==> config.mk <==
export PLATFORM = sky130hd
export DESIGN_NAME = aes_cipher_serializer
export DESIGN_NICKNAME = d
export VERILOG_FILES = /design/src/rtl/aes_pkg.sv /design/src/rtl/aes_cipher_serializer.sv
export SDC_FILE = /design/constraint.sdc
export NUM_CORES = 1
export LEC_CHECK = 0
export ABC_CLOCK_PERIOD_IN_PS = 14600
export BUFFER_PORTS_ARGS = -buffer_cell sky130_fd_sc_hd__buf_2
export CAP_MARGIN = 20
export CORE_MARGIN = 5
export CORE_UTILIZATION = 58
export CTS_CLUSTER_SIZE = 12
export DETAILED_ROUTE_END_ITERATION = 16
export PLACE_DENSITY = 0.89
export SYNTH_ARGS = -nofsm -noshare
export SYNTH_HDL_FRONTEND = slang
export SYNTH_SLANG_ARGS = --single-unit
==> constraint.sdc <==
create_clock -name i_clock -period 14.6 [get_ports i_clock]
set_input_delay 2.92 -clock i_clock [delete_from_list [all_inputs] [get_ports i_clock]]
set_output_delay 2.92 -clock i_clock [all_outputs]
set_load 0.1 [all_outputs]
==> src/rtl/aes_pkg.sv <==
// Shared AES constants and the serializer state encodings.
package aes_pkg;

  localparam int AES_BLOCK_BITS  = 128;
  localparam int AES_BLOCK_BYTES = 16;

  localparam logic [0:0] SER_IDLE = 1'b0;
  localparam logic [0:0] SER_SEND = 1'b1;

endpackage

==> src/rtl/aes_cipher_serializer.sv <==
// Captures a finished AES block on the rising edge of the core's done level
// and streams it out MSB byte first over a byte-wide valid/ready port.
module aes_cipher_serializer
  import aes_pkg::*;
#(
  parameter int COUNT_WIDTH = 8
) (
  input  logic                   i_clock,
  input  logic                   i_reset,
  input  logic [0:127]           i_cipher,
  input  logic                   i_is_done,
  output logic [0:7]             o_byte,
  output logic                   o_valid,
  input  logic                   i_ready,
  output logic                   o_last,
  output logic                   o_busy,
  output logic                   o_overrun,
  output logic [COUNT_WIDTH-1:0] o_block_count
);

  // state | meaning
  // IDLE  | waiting for a rising edge of i_is_done
  // SEND  | presenting r_buf head, one byte per handshake

  localparam logic [3:0] LAST_IDX = 4'(AES_BLOCK_BYTES - 1);

  logic                      r_done_d;
  logic [0:AES_BLOCK_BITS-1] r_buf;
  logic [3:0]                r_idx;
  logic [0:0]                r_state;
  logic                      r_overrun;
  logic [COUNT_WIDTH-1:0]    r_count;

  logic w_rise;
  logic w_send;
  logic w_hs;
  logic w_end;

  assign w_rise = i_is_done & ~r_done_d;
  assign w_send = (r_state == SER_SEND);
  assign w_hs   = w_send & i_ready;
  assign w_end  = w_hs & (r_idx == LAST_IDX);

  always_ff @(posedge i_clock or posedge i_reset) begin
    if (i_reset) begin
      r_done_d  <= 1'b0;
      r_buf     <= '0;
      r_idx     <= '0;
      r_state   <= SER_IDLE;
      r_overrun <= 1'b0;
      r_count   <= '0;
    end else begin
      r_done_d <= i_is_done;
      if (!w_send) begin
        if (w_rise) begin
          r_buf   <= i_cipher;
          r_idx   <= '0;
          r_state <= SER_SEND;
        end
      end else begin
        if (w_end) begin
          r_count <= r_count + {{(COUNT_WIDTH-1){1'b0}}, 1'b1};
          // A rise landing on the final handshake chains straight into the next block.
          if (w_rise) begin
            r_buf <= i_cipher;
            r_idx <= '0;
          end else begin
            r_state <= SER_IDLE;
          end
        end else if (w_hs) begin
          r_buf <= r_buf << 8;
          r_idx <= r_idx + 4'd1;
        end
        if (w_rise && !w_end) begin
          r_overrun <= 1'b1;
        end
      end
    end
  end

  assign o_byte        = r_buf[0:7];
  assign o_valid       = w_send;
  assign o_last        = w_send & (r_idx == LAST_IDX);
  assign o_busy        = w_send;
  assign o_overrun     = r_overrun;
  assign o_block_count = r_count;

endmodule
==> run_results.csv <==
group,metric,value,unit
worst_setup_path,cp_common_cell,"buf_4",
layout,fin_util,0.689,
layout,nets,994,
grt,grt_pass1_wl,33200,um
synth,ys_seq_area_frac,0.453,
synth,ys_ff_latch,143,
floorplanning,ios,152,
sta,relSlewSlack,0.254,
worst_setup_path,rr_worst_depth,6,
sta,slew_viol_final,0,
clock_tree,clk_pin_slew,0.06,ns
clock_tree,cts.sinks,143,
clock_tree,ctsResizeCount,0,
placed_design,gp_congestion,0.787,
worst_setup_path,r2r-start,"r_idx[0]",
worst_setup_path,crit_buf_inv,3,
grt,antenna_found_initial,0,
sta,clock.fmax,0.175,GHz
clock_tree,clock_latency,0.42,ns
layout,drive_gt1_frac,0.300,
layout,diodes,0,
worst_setup_path,path_cells,"buf_2 > nand4_4 > buf_4 > and2_4 > buf_4 > a221oi_1",
drt,ant_nets,0,
min_path,holdPathEnd,"o_overrun",
drt,wl_per_cell,19.1,um
worst_setup_path,rr_endpoint,"r_buf[36]",
worst_setup_path,cp-end-kind,"flop",
clock_tree,post_cts_buffers,0,
drt,routed-via-count,6761,
synth,synth-xor-area-share,0.00776,
min_path,whs_path_depth,1,
outcome,outcome,"completed",
grt,grt_max_degree,126,
grt,grt_pass1_vias,6642,
worst_setup_path,crit_required,14.84,ns
floorplanning,die_h,127,um
clock_tree,cts_hold_buf,0,
worst_setup_path,crit_slowest_cell,"buf_4",
sta,post-route-min-period,5.72,ns
worst_setup_path,critPathMaxStageDelay,0.83,ns
run,cap_viol_max_count,0,
synth,synthCells,787,
sta,setup_viol,0,
synth,synth_simple_gate_area_frac,0.0776,
synth,yosys_warnings,0,
power_and_ir_drop,p_per_area,196,nW/um^2
synth,synthTopCellsByCount,"dfrtp_1, inv_1, nor2_1",
drt,drc_errors,0,
synth,synthDominantCellAreaShare,0.453,
worst_setup_path,arrival,5.96,ns
worst_setup_path,worst-setup-path-type,"in -> reg",
synth,synth_nets,921,
grt,track_usage,0.251,
floorplanning,num_rows,42,
drt,drt-pass1-iter-count,5,
synth,synth_ff_type,"dfrtp_1",
sta,clock_skew,0.00955,ns
floorplanning,dieArea,16100,um^2
power_and_ir_drop,ir_drop,0.197,mV
synth,synthMostInstantiatedCell,"dfrtp_1",
min_path,hold_path_class,"reg -> reg",
sta,finalCritPeriodShare,0.392,
synth,netlist_area,7900,um^2
synth,synth_cell_type_count,33,
synth,synth.area.mux_share,0.00412,
sta,rsz0062_at_grt,"false",
worst_setup_path,cp_top_family,"buffers and inverters",
min_path,hold_start,"o_overrun",
clock_tree,clk_path_buf_depth,2,
synth,synth_top_area_cell,"dfrtp_1",
worst_setup_path,crit_fanout,124,
drt,drt_iter0_markers,851,
clock_tree,htree_levels,4,
worst_setup_path,startpoint_type,"input pin",
synth,synth-edff-count,0,
clock_tree,cts_tree,"yes",
synth,avgSynthCellArea,10.0,um^2
sta,fin_setup_tns,0,ns
grt,grt.overflow.total,0,
synth,async_flop_share,1.00,
drt,vias_per_cell,6.45,
worst_setup_path,cp_num_cells,6,
placed_design,port_buffers,151,
synth,yosys-top-cells-area,"dfrtp_1, a2111oi_0, a221oi_2",
floorplanning,die_w,127,um
sta,finalHoldViolCount,0,
power_and_ir_drop,power.leakage,4.15,nW
drt,routed_wl,20000,um
floorplanning,start_util,0.594,
synth,synth_adder_area_share,0.00317,
synth,synth_top_family_by_area,"compound AO/OA/AOI/OAI gates",
placed_design,dp_hpwl,11900,um
clock_tree,cts_buffers,17,
synth,synth_compound_area_frac,0.331,
worst_setup_path,rrSetupSlack,10.77,ns
worst_setup_path,critPathLaunch,"i_ready",
floorplanning,core_area,13300,um^2
clock_tree,cts-root-buf,"clkbuf_16",
layout,syn_to_final_growth,16.0,%
sta,tightest_slew,1.12,ns
sequential cells by signal (all words and copies together), names as in the netlist:
signal / flops
r_done_d: 1
o_busy: 1
o_overrun: 1
r_idx: 4
o_block_count: 8
r_buf: 128
area by class of cell:
class	count	area, um^2
Clock buffer	22	494
Tap cell	176	220
Clock inverter	10	180
Inverter	124	470
Multi-Input combinational cell	415	3380
Sequential cell	143	3580
Fill cell	951	4130
Timing Repair Buffer	159	836
per-layer routing:
layer,GRT usage,vias up,part of all wire
li1,-,3124,-
met1,0.349,3360,0.43
met2,0.396,253,0.49
met3,0.0597,24,0.065
met4,0.0681,0,0.014
met5,0,-,0
metrics by stage:
stage	total power, mW	instances	hold slack [ns]	worst slack, ns	cell area, um^2
finish	1.80	1049	0.482	8.88	9170
detailed placement	1.30	1016	0.475	8.50	8460
global placement	1.28	1016	0.452	8.61	8460
floorplan	1.20	787	0.466	7.84	7900
global route	1.90	1049	0.505	8.69	9170
CTS	1.80	1048	0.489	8.96	9140
report_power, final:
part / internal [mW] / switching, mW / total (mW) / leakage, nW
Combinational: 0.229 / 0.426 / 0.655 / 2.25
Sequential: 0.549 / 0.102 / 0.651 / 1.57
Clock: 0.325 / 0.167 / 0.493 / 0.328
Total: 1.10 / 0.695 / 1.80 / 4.15
kinds of logic (layout without fill, tap and decap cells):
logic type | Yosys count | count (layout)
simple gates | 149 | 149
flops | 143 | 143
fa+ha+maj | 2 | 2
buf+inv | 229 | 315
xor+xnor | 7 | 7
mux | 3 | 3
compound gates | 254 | 254
worst max-delay path by stage:
stage,to
detailed placement,r_buf[36]
global route,r_buf[55]
floorplan,o_block_count[0]
CTS,r_buf[36]
finish,r_buf[36]
global placement,r_buf[53]
placed cells by master (no fill, tap or decap), types with 2 or more instances in the layout:
cell type | netlist | layout
bufinv_16 | 0 | 5
inv_1 | 124 | 123
clkinv_2 | 0 | 3
clkinvlp_4 | 0 | 2
a221oi_2 | 61 | 61
nand2_1 | 5 | 5
a22o_1 | 3 | 2
buf_4 | 11 | 7
nor4_1 | 4 | 4
dfrtp_1 | 143 | 142
nor2_1 | 123 | 123
nand3_1 | 4 | 4
nand4_1 | 2 | 2
xor2_1 | 7 | 7
a32o_1 | 8 | 8
a221oi_1 | 59 | 59
clkbuf_8 | 0 | 5
mux2_2 | 2 | 2
clkbuf_16 | 0 | 17
buf_2 | 5 | 151
nor3_1 | 2 | 2
ha_1 | 2 | 2
and3_1 | 2 | 2
a2111oi_0 | 120 | 120
Note: power is estimated with default switching activity, not from simulation.
